==> src/rtl/universal_shift_register.sv <==
// WIDTH-bit universal shift register: hold, shift, rotate, load and clear, with serial
// in/out at both ends and a frame counter that pulses done after WIDTH same-direction shifts.
module universal_shift_register #(
  parameter  int WIDTH = 4,
  localparam int CW    = $clog2(WIDTH)
) (
  input  logic             clk,
  input  logic             reset,
  input  logic             en,
  input  logic [2:0]       mode,
  input  logic             sin_l,
  input  logic             sin_r,
  input  logic [WIDTH-1:0] pin,
  output logic [WIDTH-1:0] pout,
  output logic             sout_r,
  output logic             sout_l,
  output logic [CW-1:0]    count,
  output logic             done
);

  logic [WIDTH-1:0] r_q;
  logic             r_sout_r;
  logic             r_sout_l;
  logic [CW-1:0]    r_count;
  logic             r_dir;
  logic             r_done;

  logic [WIDTH-1:0] w_q_nxt;
  logic             w_sout_r_nxt;
  logic             w_sout_l_nxt;
  logic             w_is_shift;
  logic             w_shift_dir;
  logic             w_cnt_clr;
  logic [CW-1:0]    w_count_nxt;
  logic             w_dir_nxt;
  logic             w_done_nxt;

  // Mode decode: next data register and serial-out values.
  always_comb begin
    w_q_nxt      = r_q;
    w_sout_r_nxt = r_sout_r;
    w_sout_l_nxt = r_sout_l;
    w_is_shift   = 1'b0;
    w_shift_dir  = r_dir;
    w_cnt_clr    = 1'b0;
    case (mode)
      3'b001: begin
        w_q_nxt      = {sin_l, r_q[WIDTH-1:1]};
        w_sout_r_nxt = r_q[0];
        w_is_shift   = 1'b1;
        w_shift_dir  = 1'b0;
      end
      3'b010: begin
        w_q_nxt      = {r_q[WIDTH-2:0], sin_r};
        w_sout_l_nxt = r_q[WIDTH-1];
        w_is_shift   = 1'b1;
        w_shift_dir  = 1'b1;
      end
      3'b011: begin
        w_q_nxt      = {r_q[0], r_q[WIDTH-1:1]};
        w_sout_r_nxt = r_q[0];
        w_is_shift   = 1'b1;
        w_shift_dir  = 1'b0;
      end
      3'b100: begin
        w_q_nxt      = {r_q[WIDTH-2:0], r_q[WIDTH-1]};
        w_sout_l_nxt = r_q[WIDTH-1];
        w_is_shift   = 1'b1;
        w_shift_dir  = 1'b1;
      end
      3'b101: begin
        w_q_nxt   = pin;
        w_cnt_clr = 1'b1;
      end
      3'b110: begin
        w_q_nxt      = {WIDTH{1'b0}};
        w_sout_r_nxt = 1'b0;
        w_sout_l_nxt = 1'b0;
        w_cnt_clr    = 1'b1;
      end
      default: begin
        w_q_nxt = r_q;
      end
    endcase
  end

  // Frame counter: a direction change restarts the frame at 1, the WIDTH-th shift wraps and flags done.
  always_comb begin
    w_count_nxt = r_count;
    w_dir_nxt   = r_dir;
    w_done_nxt  = 1'b0;
    if (w_is_shift) begin
      if (w_shift_dir != r_dir) begin
        w_count_nxt = CW'(1);
        w_dir_nxt   = w_shift_dir;
      end else if (r_count == CW'(WIDTH - 1)) begin
        w_count_nxt = {CW{1'b0}};
        w_done_nxt  = 1'b1;
      end else begin
        w_count_nxt = r_count + CW'(1);
      end
    end else if (w_cnt_clr) begin
      w_count_nxt = {CW{1'b0}};
    end else begin
      w_count_nxt = r_count;
    end
  end

  // State update; done is a single-cycle pulse and drops even while stalled.
  always_ff @(posedge clk) begin
    if (!reset) begin
      r_q      <= {WIDTH{1'b0}};
      r_sout_r <= 1'b0;
      r_sout_l <= 1'b0;
      r_count  <= {CW{1'b0}};
      r_dir    <= 1'b0;
      r_done   <= 1'b0;
    end else if (en) begin
      r_q      <= w_q_nxt;
      r_sout_r <= w_sout_r_nxt;
      r_sout_l <= w_sout_l_nxt;
      r_count  <= w_count_nxt;
      r_dir    <= w_dir_nxt;
      r_done   <= w_done_nxt;
    end else begin
      r_done   <= 1'b0;
    end
  end

  assign pout   = r_q;
  assign sout_r = r_sout_r;
  assign sout_l = r_sout_l;
  assign count  = r_count;
  assign done   = r_done;

endmodule

==> config.mk <==
export PLATFORM = sky130hd
export DESIGN_NAME = universal_shift_register
export DESIGN_NICKNAME = d
export VERILOG_FILES = /design/src/rtl/universal_shift_register.sv
export SDC_FILE = /design/constraint.sdc
export NUM_CORES = 1
export LEC_CHECK = 0
export CORE_MARGIN = 3
export CORE_UTILIZATION = 45
export CTS_BUF_LIST = sky130_fd_sc_hd__clkbuf_4
export DETAILED_ROUTE_END_ITERATION = 10
export PLACE_DENSITY = 0.82
export SLEW_MARGIN = 15
export SYNTH_ARGS = -nofsm -noshare
export SYNTH_HDL_FRONTEND = slang
export SYNTH_SLANG_ARGS = --single-unit
==> constraint.sdc <==
create_clock -name clk -period 3.23 [get_ports clk]
set_input_delay 0.646 -clock clk [delete_from_list [all_inputs] [get_ports clk]]
set_output_delay 0.646 -clock clk [all_outputs]
set_load 0.03 [all_outputs]
Word level (Yosys, flattened, before mapping)
Cells that the tools add are included.

word-level totals
  flip-flop bits (word level) = 10
  output and inout port bits = 9
  word-level logic and storage cells = 43

operators by class
  add/subtract/negate cells = 1
  eq/ne operators = 8
  muxes and demuxes = 11
  bitwise operators = 3
  reductions and logical operators = 14

operator list
  operator                                              number
  case mux 4 bit (6 select lines)                       1
  equality test 3 bit (second input constant)           3
  2-to-1 mux 2 bit                                      4
  AND reduction 2 bit                                   4
  OR reduction 4 bit                                    2
  equality test 3 x 2 -> 1 bit (second input constant)  2
  case mux 1 bit (2 select lines)                       3
  nonzero test 2 bit                                    3
  nonzero test 6 bit                                    1
  OR reduction 2 bit                                    3
  equality test 3 x 1 -> 1 bit (second input constant)  1
  2-to-1 mux 1 bit                                      3
  inverter 1 bit                                        3
  AND reduction 3 bit                                   1
  adder 2 x 1 -> 2 bit (second input constant)          1
  equality test 2 bit (second input constant)           1
  != test 1 bit                                         1

Depth between registers and ports, before layout
Gate-level depths: netlist of run 1.

  depth in word-level cells = 6
  gate-level depth with buffers = 5
  mapped depth without buffers = 4

Least setup slack after synthesis of run 1
OpenSTA, ideal clock, no wires.

  path kind = input-to-reg
  from = input mode[1]
  to = register r_q[0] (netlist: pout[0])
  library setup time = 0.125 ns
  arrival time = 1.404 ns
  path slack = 1.701 ns
  cell stages on the path = 5
  path through = or2_1 > buf_4 > o211a_1 > o21ai_1 > a31oi_1

between the ends
  word-level cells in the longest chain between the ends = 3
  elaborated cells on any way between the ends = 9
  those cells by class = 6 x eq/ne; 1 x mux; 2 x reduce/logical

ends and longest elaborated chain
  item                                               line  source
  from (decl)                                        10    input logic [2:0] mode,
  equality test 3 bit, or another cell as far along  46    case (mode)
  nonzero test 6 bit (no line)                       --
  AND reduction 2 bit (no line)                      --
  to (signal assigned)                               112   r_q <= {WIDTH{1'b0}};
  to (signal assigned)                               119   r_q <= w_q_nxt;
  to (decl)                                          21    logic [WIDTH-1:0] r_q;

Several ways; a longest one is shown, not always the timed one.
A chain may end at the register's enable or synchronous reset.

Worst setup path after layout of run 1
  from = input mode[0]
  to = register r_count[0] (netlist: count[0])

between the ends
  word-level cells in the longest chain between the ends = 6
  elaborated cells on any way between the ends = 18
  those cells by class = 7 x eq/ne; 5 x mux; 6 x reduce/logical

ends and longest elaborated chain
  item                                               line  source
  equality test 3 bit, or another cell as far along  46
  OR reduction 2 bit (no line)                       --
  case mux 1 bit (2 select lines)                    46
  != test 1 bit                                      93    if (w_shift_dir != r_dir) begin
  2-to-1 mux 2 bit                                   93
  2-to-1 mux 2 bit                                   92    if (w_is_shift) begin
  to (signal assigned)                               115   r_count <= {CW{1'b0}};
  to (signal assigned)                               122   r_count <= w_count_nxt;
  to (decl)                                          24    logic [CW-1:0] r_count;

Several ways; a longest one is shown, not always the timed one.

==> results.toml, run 1 <==
[status]
status = "finished, final reports clean"

[die]
fp-row-count = 13
start_util_pct = 49.16
core-area_sq_um = 1334
die_h_um = 44.17
die_w_um = 44.17
ios = 21
fp.dieArea_sq_um = 1951

[power_and_ir_drop]
ir_drop_mv = 0.2357
p_leak_nw = 0.2982
pwr_density_cell_nw_per_um2 = 367.4

[hold_path]
worstHoldStart = "sout_l"
hold_depth = 2
holdPathEnd = "sout_l"
min_path_type = "flip-flop to flip-flop"

[yosys]
synth_area_sq_um = 655.6
ys_seq_area_share_pct = 30.53
synth_cells = 78
yosysWarnings = 0
ys_types = 38
syn_area_per_cell_sq_um = 8.406
synth_seq_cells = 10
synth_fp_nets = 91

[timing]
period_minus_slack_ps = 2261
max_freq_mhz = 442.3
setup_viol = 0
relSlewSlack_pct = 54.35
finalWorstSetupSlack_ps = 969.3
finalMaxSlewViolations = 0
fin_worst_skew_ps = 0.7875
min_period_over_period_pct = 69.99
holdWs_ps = 466.1
grt_setup_unrepaired = "false"
tns_ps = 0
tightest_slew_ps = 682.6
finalHoldViolations = 0

[finish]
syn2layout_area_growth_pct = 29.96
utilization_pct = 63.88
fin_nets = 109
stdcell_count = 110
layout-drive-gt1-share_pct = 10.53
diodes = 0

[drt]
vias_per_cell = 6.118
drc = 0
routed-via-count = 673
ant_nets = 0
wire_per_inst_um = 14.06
drt_wl_total_mm = 1.547
first_pass_iters = 4
first_iter_violations = 18

[clocking]
cts_max_path_buffers = 2
numCtsBuffers = 3
h-tree-depth = 1
clkSinkCount = 10
cts_tree = "yes"
cts_resized = 0
root_buffer = "clkbuf_4"
path_clk_slew_ps = 70
ctsHoldBuffers = 0
postCtsSetupBuffers = 0
clock_insertion_delay_worst_skew_ps = 270

[critical_path]
cp-end-kind = "flip-flop"
worstPathArrival_ps = 2440
cp_num_buf_inv = 2
max_stage_delay_ps = 910
startpoint = "mode[0]"
path_cells = "clkdlybuf4s50_1, inv_1, o32ai_2, nor3_1, o32ai_1"
crit_type = "input pin to flip-flop"
startpoint_type = "input pin"
r2r-start = "r_dir"
cpMaxStageDelayCell = "clkdlybuf4s50_1"
crit_required_ps = 3410
cpLargestDelayFamily = "buffers and inverters"
r2r-end = "count[0]"
reg2regPathDepth = 4
ff2ff_setup_slack_ps = 2010
critPathMaxFanout = 20

[global_route]
top_usage_layer = "met2"
grt_overflow = 0
grtUsageMet2_pct = 25.00
antenna_found_initial = 0
met3_usage_pct = 4.878
grt_max_degree = 21
grt_pass1_vias = 573
gr-usage-met1_pct = 24.44
gr-usage-all-layers_pct = 17.73
grt_pass1_wl_mm = 2.532

[placement]
portBuffers = 20
place_congestion = 0.7965
hpwl_mm = 1.107
dp.cells = 106
pre_cts_slack_ps = 705.3

[job]
max_cap_violations = 0
sequential cells by signal, indices dropped and copies added, names as in the netlist:
signal	cells
sout_r	1
sout_l	1
r_dir	1
pout	4
done	1
count	2
worst reg2reg max path: cells and delay by family (launching register included):
family          cells  cell delay (ps)
compound gates      2              530
buf+inv             1               60
flops               1              450
simple gates        1               80
synth_stat cells:
library cell,number,area (sq um)
o21ai_0,3,15.01
o32ai_2,1,16.27
nand2b_1,2,12.51
o22ai_1,1,6.260
nand3_1,3,15.01
nand4_1,1,6.260
clkbuf_2,1,5.000
inv_1,1,3.750
a21oi_1,7,35.03
nor3b_1,2,15.01
a2111oi_2,1,15.01
and2b_1,1,7.510
nor3_2,1,10.01
a21oi_2,1,8.760
nor2_1,4,15.01
nor2b_1,1,6.260
nor3_1,1,5.000
and2_1,1,6.260
a31oi_1,3,18.77
a32oi_1,3,26.28
nor4b_1,1,8.760
ha_1,1,12.51
xor2_2,1,16.27
buf_4,3,22.52
dfxtp_1,10,200.2
a32o_1,2,20.02
buf_6,1,11.26
or2_1,1,6.260
o32ai_1,1,8.760
o211ai_2,1,12.51
o21ai_1,3,15.01
nand3b_1,1,7.510
a21boi_0,1,7.510
inv_2,1,3.750
buf_2,2,10.01
o211ai_1,1,7.510
nand2_1,7,26.28
o211a_1,1,10.01
worst max path at each step:
stage	to	cells past startpoint
final	count[0]	5
after global routing	count[0]	5
after CTS	count[0]	5
after detailed placement	count[0]	5
after global placement	count[0]	5
after floorplan	pout[0]	5
final cells by class:
type	count	area [sq um]
multi-input cells	59	399.1
well taps	15	18.77
flip-flops and latches	10	200.2
repair buffers	20	200.2
fillers	123	481.7
clock inverters	1	3.754
clock buffers	3	22.52
inverters	2	7.507
stage by stage:
step           area, sq um  total power [W]
6_report             852.1        0.0003130
3_5_place_dp         825.8        0.0002233
5_1_grt              852.1        0.0003283
4_1_cts              852.1        0.0003151
2_1_floorplan        655.6        0.0001947
3_3_place_gp         825.8        0.0002220
cell families (layout without fill, tap and decap cells):
logic type                 Yosys count  after routing  share of synthesized area, %
DFF                                 10             10                         30.53
xor gates and xnor gates             1              1                         2.482
and+or+nand+nor                     27             27                         22.52
buffers and inverters                9             26                         8.586
AOI/OAI and AO/OA                   30             30                         33.97
adders and majority gates            1              1                         1.908
layer usage:
layer  share of wire (%)  vias up
met1                  45      314
met5                   0        -
li1                    -      327
met4                 2.1        0
met3                 7.0        2
met2                  45       30
placed cells by master (no fill, tap or decap), types with 4 or more instances in the layout:
master and instances:
a21oi_1 7, clkdlybuf4s50_1 20, dfxtp_1 10, nand2_1 7
nor2_1 4
power by group:
group	total [W]	internal [W]	switching, W
clock network	0.0000917	0.0000448	0.0000469
registers	0.000137	0.000130	0.00000757
logic	0.0000840	0.0000381	0.0000460
Power figures use the tool's default switching activity.
==> inputs of run 2 (changes only) <==
--- a/config.mk
+++ b/config.mk
@@ -6,10 +6,10 @@
 export NUM_CORES = 1
 export LEC_CHECK = 0
 export CORE_MARGIN = 3
-export CORE_UTILIZATION = 45
+export CORE_UTILIZATION = 42
 export CTS_BUF_LIST = sky130_fd_sc_hd__clkbuf_4
 export DETAILED_ROUTE_END_ITERATION = 10
-export PLACE_DENSITY = 0.82
+export PLACE_DENSITY = 0.81
 export SLEW_MARGIN = 15
 export SYNTH_ARGS = -nofsm -noshare
 export SYNTH_HDL_FRONTEND = slang
==> constraint.sdc (replaced) <==
create_clock -name clk -period 1.9 [get_ports clk]
set_input_delay 0.38 -clock clk [delete_from_list [all_inputs] [get_ports clk]]
set_output_delay 0.38 -clock clk [all_outputs]
set_load 0.03 [all_outputs]
==> results.toml, run 2 (same netlist as run 1, synthesis figures left out) <==
[critical_path]
cp-end-kind = "output port"
cpLargestDelayFamily = "buffers and inverters"
crit_type = "flip-flop to output port"
path_cells = "clkdlybuf4s50_1"
startpoint_type = "flip-flop"
max_stage_delay_ps = 710
crit_required_ps = 1520
critPathMaxFanout = 5
worstPathArrival_ps = 1400
cpMaxStageDelayCell = "clkdlybuf4s50_1"
cp_num_buf_inv = 1

[global_route]
grt_overflow = 0
grt_max_degree = 15
grt_pass1_vias = 649
grt_pass1_wl_mm = 2.649
gr-usage-all-layers_pct = 17.59
antenna_found_initial = 0

[timing]
tns_ps = 0
finalHoldViolations = 0
period_minus_slack_ps = 1780
grt_setup_unrepaired = "false"
tightest_slew_ps = 311.9
setup_viol = 0
finalMaxSlewViolations = 0
finalWorstSetupSlack_ps = 120.2
holdWs_ps = 463.6
relSlewSlack_pct = 79.14
max_freq_mhz = 561.9
fin_worst_skew_ps = 3.497
min_period_over_period_pct = 93.67

[die]
die_w_um = 45.51
start_util_pct = 47.42
die_h_um = 45.51
core-area_sq_um = 1383
ios = 21
fp.dieArea_sq_um = 2071
fp-row-count = 13

[finish]
diodes = 0
stdcell_count = 118
syn2layout_area_growth_pct = 39.12
final_common_cell = "clkdlybuf4s50_1"
layout-drive-gt1-share_pct = 17.48
fin_nets = 117
final_area_sq_um = 912.1
most-common-layout-cells = "20 x clkdlybuf4s50_1, 10 x dfxtp_1, 8 x buf_4"
largest_register_ffs = 4

[clocking]
h-tree-depth = 1
postCtsSetupBuffers = 0
clkSinkCount = 10
root_buffer = "clkbuf_4"
ctsHoldBuffers = 0
numCtsBuffers = 3
cts_resized = 0
cts_max_path_buffers = 2
clock_insertion_delay_worst_skew_ps = 260
cts_tree = "yes"
path_clk_slew_ps = 70

[job]
max_cap_violations = 0

[placement]
portBuffers = 20
placed_cell_area_sq_um = 885.9
pre_cts_slack_ps = 84.13
place_congestion = 0.8326
dp.cells = 114
hpwl_mm = 1.252

[status]
status = "finished, final reports clean"

[power_and_ir_drop]
p_clk_share_pct = 28.3
ir_drop_mv = 0.3536
pwr_density_cell_nw_per_um2 = 596.2
comb_power_share_pct = 28.7
p_int_w = 0.0003717
power.share.switching_pct = 31.65
p_sw_w = 0.0001721
p_leak_nw = 0.3367
seq_power_share_pct = 42.9

[drt]
drt_wl_total_mm = 1.620
first_pass_iters = 4
drc = 0
first_iter_violations = 10
wire_per_inst_um = 13.73
vias_per_cell = 5.805
routed-via-count = 685
ant_nets = 0

[hold_path]
min_path_type = "flip-flop to flip-flop"
-- run 2: cell count changes in the layout (fill, tap and decap cells not counted), sizes merged --
cell  before  now
buf        0    8
-- run 2: path summary, 6_finish.rpt --
kind	cells past startpoint	end	slack, ps	startpoint
max	1	pout[3]	120	pout[3]
min reg2reg	2	sout_l	460	sout_l
max reg2reg	4	count[0]	690	r_dir
min	2	sout_l	460	sout_l
-- run 2: per-layer routing --
layer	share of wire, %	vias up	GRT usage, %
li1	-	345	-
met2	48	19	30.08
met3	5.1	0	2.372
met1	46	321	21.85
met5	0	-	0
met4	0	0	7.018
-- run 2: power groups by stage --
stage           logic, W  clock network [W]  registers [W]
6_report        0.000156           0.000154       0.000233
4_1_cts         0.000156           0.000159       0.000233
3_5_place_dp    0.000155                  0       0.000238
5_1_grt         0.000169           0.000166       0.000235
2_1_floorplan  0.0000758                  0       0.000255
3_3_place_gp    0.000153                  0       0.000238
-- run 2: final cells by class --
type                    count  area [sq um]
clock inverters             1         3.754
flip-flops and latches     10         200.2
clock buffers               3         22.52
well taps                  15         18.77
repair buffers             28         260.3
multi-input cells          59         399.1
fillers                   129         470.5
inverters                   2         7.507
-- run 2: through the flow --
step | utilization, % | total power [W]
after detailed placement | 64.07 | 0.0003935
after global routing | 65.97 | 0.0005707
final | 65.97 | 0.0005438
after CTS | 65.97 | 0.0005483
after floorplan | - | 0.0003309
after global placement | 64.07 | 0.0003910
